`src/rtl/softmax_max_sub_bf16_pkg.sv`:
```
// Shared types and helpers for the BF16 softmax max-subtract stage.
package softmax_max_sub_bf16_pkg;

  typedef enum logic [1:0] {
    S_LOAD  = 2'd0,
    S_ISSUE = 2'd1,
    S_WAIT  = 2'd2,
    S_HOLD  = 2'd3
  } state_e;

  localparam logic [15:0] BF16_SIGN  = 16'h8000;
  localparam logic [15:0] BF16_ONE   = 16'h3F80;
  localparam logic [15:0] BF16_PZERO = 16'h0000;

  // Monotonic unsigned key: -0 < +0, -NaN below -inf, +NaN above +inf.
  function automatic logic [15:0] bf16_key(input logic [15:0] b);
    return b[15] ? ~b : (b | BF16_SIGN);
  endfunction

endpackage

```
`src/rtl/FP_ADD_BF16.sv`:
```
// BF16 adder with round-to-nearest-even and LAT output register stages.
module FP_ADD_BF16 #(
  parameter int unsigned LAT = 1
) (
  input  logic        clk,
  input  logic        rst,
  input  logic [15:0] inA,
  input  logic [15:0] inB,
  output logic [15:0] out
);

  logic [15:0] w_res;

  always_comb begin : add_core
    logic [15:0] lv, sv;
    logic [7:0]  el, es, ml, ms, d, dc;
    logic [25:0] tmp;
    logic [10:0] big, ali, n;
    logic [11:0] s;
    logic [8:0]  e;
    logic [3:0]  lz, sh;
    logic [14:0] mag;
    logic        nan_a, nan_b, inf_a, inf_b;
    // Larger magnitude goes first so the mantissa difference never underflows.
    lv  = (inB[14:0] > inA[14:0]) ? inB : inA;
    sv  = (inB[14:0] > inA[14:0]) ? inA : inB;
    el  = (lv[14:7] == 8'd0) ? 8'd1 : lv[14:7];
    es  = (sv[14:7] == 8'd0) ? 8'd1 : sv[14:7];
    ml  = {lv[14:7] != 8'd0, lv[6:0]};
    ms  = {sv[14:7] != 8'd0, sv[6:0]};
    d   = el - es;
    dc  = (d > 8'd18) ? 8'd18 : d;
    tmp = {ms, 18'd0} >> dc;
    ali = {tmp[25:16], |tmp[15:0]};
    big = {ml, 3'b000};
    s   = (lv[15] == sv[15]) ? ({1'b0, big} + {1'b0, ali}) : ({1'b0, big} - {1'b0, ali});
    e   = {1'b0, el};
    lz  = 4'd11;
    for (int i = 0; i <= 10; i++) begin
      if (s[i]) lz = 4'(10 - i);
    end
    sh = (9'(lz) > (e - 9'd1)) ? 4'(e - 9'd1) : lz;
    if (s[11]) begin
      n = {s[11:2], s[1] | s[0]};
      e = e + 9'd1;
    end else begin
      n = s[10:0] << sh;
      e = e - 9'(sh);
    end
    // Rounding carry ripples into the exponent field, covering subnormal->normal and ->inf.
    mag   = {(n[10] ? e[7:0] : 8'd0), n[9:3]} + 15'(n[2] & (n[1] | n[0] | n[3]));
    w_res = {lv[15], mag};
    if (e >= 9'd255) w_res = {lv[15], 8'hFF, 7'd0};
    if (s == 12'd0)  w_res = {lv[15] & sv[15], 15'd0};
    nan_a = (&inA[14:7]) && (|inA[6:0]);
    nan_b = (&inB[14:7]) && (|inB[6:0]);
    inf_a = (&inA[14:7]) && !(|inA[6:0]);
    inf_b = (&inB[14:7]) && !(|inB[6:0]);
    if (nan_a || nan_b || (inf_a && inf_b && (inA[15] != inB[15]))) w_res = 16'h7FC0;
    else if (inf_a) w_res = inA;
    else if (inf_b) w_res = inB;
  end

  if (LAT == 0) begin : g_comb
    assign out = w_res;
  end else begin : g_pipe
    logic [15:0] r_pipe [LAT];
    always_ff @(posedge clk or posedge rst) begin
      if (rst) begin
        r_pipe <= '{default: '0};
      end else begin
        r_pipe[0] <= w_res;
        for (int i = 1; i < LAT; i++) r_pipe[i] <= r_pipe[i-1];
      end
    end
    assign out = r_pipe[LAT-1];
  end

endmodule

```
`src/rtl/bf16_max_select.sv`:
```
// Combinational BF16 max by ordering key; keeps operand a on a tie.
module bf16_max_select
  import softmax_max_sub_bf16_pkg::*;
(
  input  logic [15:0] i_a,
  input  logic [15:0] i_b,
  output logic [15:0] o_max
);

  assign o_max = (bf16_key(i_b) > bf16_key(i_a)) ? i_b : i_a;

endmodule

```
`src/rtl/softmax_max_sub_bf16.sv`:
```
// Buffers one BF16 logit vector, tracks its max, then streams (x - max) to the exp unit.
module softmax_max_sub_bf16
  import softmax_max_sub_bf16_pkg::*;
#(
  parameter int unsigned VEC_LEN = 16,
  parameter int unsigned CNT_W   = $clog2(VEC_LEN),
  parameter int unsigned ADD_LAT = 1
) (
  input  logic        clk,
  input  logic        rst,
  input  logic        in_valid,
  output logic        in_ready,
  input  logic [15:0] in_data,
  output logic        out_valid,
  input  logic        out_ready,
  output logic [15:0] out_data,
  output logic        out_last,
  output logic [15:0] out_max
);

  localparam logic [CNT_W-1:0] LAST_IDX  = CNT_W'(VEC_LEN - 1);
  localparam logic [1:0]       WAIT_INIT = (ADD_LAT > 0) ? 2'(ADD_LAT - 1) : 2'd0;

  state_e           r_state, w_state_d;
  logic [CNT_W-1:0] r_idx;
  logic [1:0]       r_wcnt;
  logic [15:0]      r_max, r_data;
  logic             r_last;
  logic [15:0]      r_buf [VEC_LEN];
  logic [15:0]      w_max_sel, w_add_a, w_add_b, w_add_out;
  logic             w_accept, w_idx_last, w_capture;

  assign in_ready   = (r_state == S_LOAD);
  assign out_valid  = (r_state == S_HOLD);
  assign out_data   = r_data;
  assign out_last   = r_last;
  assign out_max    = r_max;
  assign w_accept   = in_valid && in_ready;
  assign w_idx_last = (r_idx == LAST_IDX);
  assign w_add_a    = r_buf[r_idx];
  assign w_add_b    = r_max ^ BF16_SIGN;
  assign w_capture  = ((r_state == S_ISSUE) && (ADD_LAT == 0)) ||
                      ((r_state == S_WAIT) && (r_wcnt == 2'd0));

  bf16_max_select u_max_sel (
    .i_a   (r_max),
    .i_b   (in_data),
    .o_max (w_max_sel)
  );

  FP_ADD_BF16 #(
    .LAT (ADD_LAT)
  ) u_add (
    .clk (clk),
    .rst (rst),
    .inA (w_add_a),
    .inB (w_add_b),
    .out (w_add_out)
  );

  always_comb begin
    w_state_d = r_state;
    unique case (r_state)
      S_LOAD:  if (w_accept && w_idx_last) w_state_d = S_ISSUE;
      S_ISSUE: w_state_d = (ADD_LAT == 0) ? S_HOLD : S_WAIT;
      S_WAIT:  if (r_wcnt == 2'd0) w_state_d = S_HOLD;
      S_HOLD:  if (out_ready) w_state_d = r_last ? S_LOAD : S_ISSUE;
      default: w_state_d = S_LOAD;
    endcase
  end

  always_ff @(posedge clk or posedge rst) begin
    if (rst) begin
      r_state <= S_LOAD;
      r_idx   <= '0;
      r_wcnt  <= 2'd0;
      r_max   <= BF16_PZERO;
      r_data  <= BF16_PZERO;
      r_last  <= 1'b0;
    end else begin
      r_state <= w_state_d;
      if (w_accept) begin
        r_max <= (r_idx == '0) ? in_data : w_max_sel;
        r_idx <= w_idx_last ? '0 : r_idx + 1'b1;
      end
      if (r_state == S_ISSUE) r_wcnt <= WAIT_INIT;
      else if (r_state == S_WAIT) r_wcnt <= r_wcnt - 2'd1;
      if (w_capture) begin
        r_data <= w_add_out;
        r_last <= w_idx_last;
      end
      if ((r_state == S_HOLD) && out_ready) r_idx <= r_last ? '0 : r_idx + 1'b1;
    end
  end

  // Vector storage is deliberately left out of reset.
  always_ff @(posedge clk) begin
    if (w_accept) r_buf[r_idx] <= in_data;
  end

endmodule

```
`config.mk`:
```
export PLATFORM = sky130hd
export DESIGN_NAME = softmax_max_sub_bf16
export DESIGN_NICKNAME = d
export VERILOG_FILES = /design/src/rtl/softmax_max_sub_bf16_pkg.sv /design/src/rtl/FP_ADD_BF16.sv /design/src/rtl/bf16_max_select.sv /design/src/rtl/softmax_max_sub_bf16.sv
export SDC_FILE = /design/constraint.sdc
export NUM_CORES = 1
export LEC_CHECK = 0
export CAP_MARGIN = 20
export CORE_UTILIZATION = 67
export DETAILED_ROUTE_END_ITERATION = 10
export GPL_TIMING_DRIVEN = 0
export PLACE_DENSITY = 0.86
export REMOVE_ABC_BUFFERS = 1
export SYNTH_ARGS = -nofsm -noshare
export SYNTH_HDL_FRONTEND = slang
export SYNTH_SLANG_ARGS = --single-unit
```
`constraint.sdc`:
```
create_clock -name clk -period 26.9 [get_ports clk]
set_clock_uncertainty 0.15 [all_clocks]
set_input_delay 8.07 -clock clk [delete_from_list [all_inputs] [get_ports clk]]
set_output_delay 8.07 -clock clk [all_outputs]
set_load 0.02 [all_outputs]
```
==> out/qor.yml <==
logic_synthesis:
  yosys.area.top_type: "edfxtp_1"
  synth_top_cell_area_share_pct: 42.33
  ys_top_cells_by_area: "edfxtp_1, mux4_2, dfrtp_1"
  synth_top_flop_cell: "edfxtp_1"
  yosys.cell_count.top_type: "edfxtp_1"
  synth_warnings: 0
  synth_seq_cells: 313
  syn-cell-area_um2: 18160
  synth_cells: 1487
  synth_edf_count: 256
  synthArstFlopShare_pct: 18.21
  synth_area_per_cell_um2: 12.21
  ys_types: 100
  ys_seq_area_share_pct: 50.18
  synth_common_cells: "edfxtp_1, nor2_1, nand2_1, ha_1, a21oi_1"
critical_path:
  slowest_stage: "dfrtp_2"
  required_ns: 27.18
  arrival_ns: 18.84
  timing_worst_setup_path_type: "reg2reg"
  crit_path_end_kind: "flop"
  worst_path_most_repeated_cell: "nor2_1"
  crit_path_start_kind: "flop"
  cp_max_fo: 37
  slowest_delay_ns: 1.04
  rrSetupSlack_ns: 8.34
clocking:
  clk_path_buf_depth: 3
  clk_pin_slew_ns: 0.07
  cts_made_buffers: 29
  ctsResizeCount: 0
  numClockSinks: 313
  cts_tree: "built"
  cts_htree_levels: 1
  clk_latency_ns: 0.56
  post_cts_buffers: 0
  hold_buffers: 0
  root_buffer: "clkbuf_16"
timing:
  finalSetupViolCount: 0
  timing.final.crit_period_ns: 18.56
  slew_viol_final: 0
  finalSetupTns_ns: 0
  slew_headroom_pct: 21.27
  period_share_pct: 68.98
  worst_pin_slew_ns: 1.181
  final-hold-violation-count: 0
  rsz0062_at_grt: "no"
  fmaxAchievable_mhz: 53.89
floorplanning:
  initial_core_util_pct: 68.92
  die_w_um: 166.6
  core-area_um2: 26350
  fp-row-count: 59
  die_y_um: 166.6
  ios: 55
  die_area_um2: 27770
global_routing:
  grt-ovfl-total: 0
  track_usage_pct: 40.09
  grt_pass1_wl_um: 83500
  grt_pass1_vias: 13918
  antenna_found_initial: 0
  grt_start_max_net_pins: 38
min_path:
  min_path_type: "reg2reg"
routing:
  first_pass_iters: 6
  wire_per_inst_um: 29.10
  ant_nets: 0
  drt_iter0_drc: 2217
  drc: 0
  vias_per_cell: 7.506
  vias: 14187
  routed_wl_um: 55010
layout:
  nNetsFinal: 1637
  post_route_cells_drive_above_1_share_pct: 16.14
  fin_util_pct: 76.97
  syn_to_final_growth_pct: 11.68
  num_antenna_cells: 0
placed_design:
  io_buffers: 54
  hpwl_um: 34780
  globalplace.congestion: 0.9810
outcome:
  status: "complete, no violations"
job:
  cap_violations: 0
==> worst paths after layout <==
path,startpoint,endpoint,depth (start not counted)
hold / removal,u_add.out[2]$_DFF_PP0_,out_data[2]$_DFFE_PP0P_,1
hold reg to reg,u_add.out[2]$_DFF_PP0_,out_data[2]$_DFFE_PP0P_,1
setup / recovery,r_idx[3]$_DFFE_PP0P_,u_add.out[4]$_DFF_PP0_,67
max in group asynchronous,rst,r_idx[0]$_DFFE_PP0P_,3
setup reg to reg,r_idx[3]$_DFFE_PP0P_,u_add.out[4]$_DFF_PP0_,67
min in group asynchronous,rst,r_state[0]$_DFFE_PP0P_,2
==> layer usage <==
layer	global-route usage, %	routed length (um)	vias to the layer above	share of wire (%)
met5	0	0	-	0
met4	23.15	3633	0	6.6
met3	7.771	6060	303	11
met2	66.55	26370	1216	48
met1	49.43	18940	6813	34
li1	-	-	5855	-
==> flip-flops by register name (all words and copies together) (netlist names) <==
name,count
r_state,2
out_last,1
r_wcnt,2
out_max,16
out_data,16
r_buf,256
r_idx,4
u_add.out,16
==> per-stage QoR <==
stage               setup slack [ns]  cells  area, um2  hold WS, ns
floorplan                      8.698   1420      17840       0.3056
global placement               3.519   1809      18800       0.3081
detailed placement             9.248   1836      19320       0.3130
CTS                            9.068   1889      20260       0.3321
global route                   7.270   1890      20280       0.3404
finish                         8.344   1890      20280       0.3251
==> logic make-up (layout without fill, tap and decap cells) <==
kind of cell	count (synthesis)	count (layout)	synth area share, %
buf+inv	130	198	3.107
mux	148	148	13.34
flops	313	313	50.18
compound gates	339	339	13.14
xor+xnor	62	62	3.031
simple gates	411	411	11.28
fa+ha+maj	84	84	5.911
==> cell type report <==
type                    count  area (um2)
repair buffers             82        1013
fillers                  1448        6070
inverters                  63       239.0
flip-flops and latches    313        9123
well taps                 335       419.2
clock inverters            22       207.7
clock buffers              31       733.2
multi-input cells        1044        8549
==> cell usage in the layout (no fill, tap or decap), types with 23 or more instances in the layout <==
cell / count
a22oi_1: 25
nor3_1: 29
nand3_1: 23
a21oi_1: 74
mux4_2: 71
ha_1: 81
clkbuf_16: 29
inv_1: 61
mux2i_1: 34
mux2_2: 43
xnor2_1: 34
nand2_1: 107
o21ai_0: 59
edfxtp_1: 256
xor2_1: 27
nor2_1: 100
dfrtp_1: 54
clkdlybuf4s50_1: 54
==> critical path: cells and delay by family (launching register included) <==
family	cells	cell delay [ns]
adder cells (fa/ha/maj)	6	1.81
AO/OA/AOI/OAI	23	7.08
AND/OR/NAND/NOR	31	7.05
buffers and inverters	4	0.65
flip-flops	1	1.04
XOR/XNOR	3	0.57
Power is left out: the tool's default activity adds up to more than one toggle a clock period on the data nets, which glitch-free logic cannot reach.
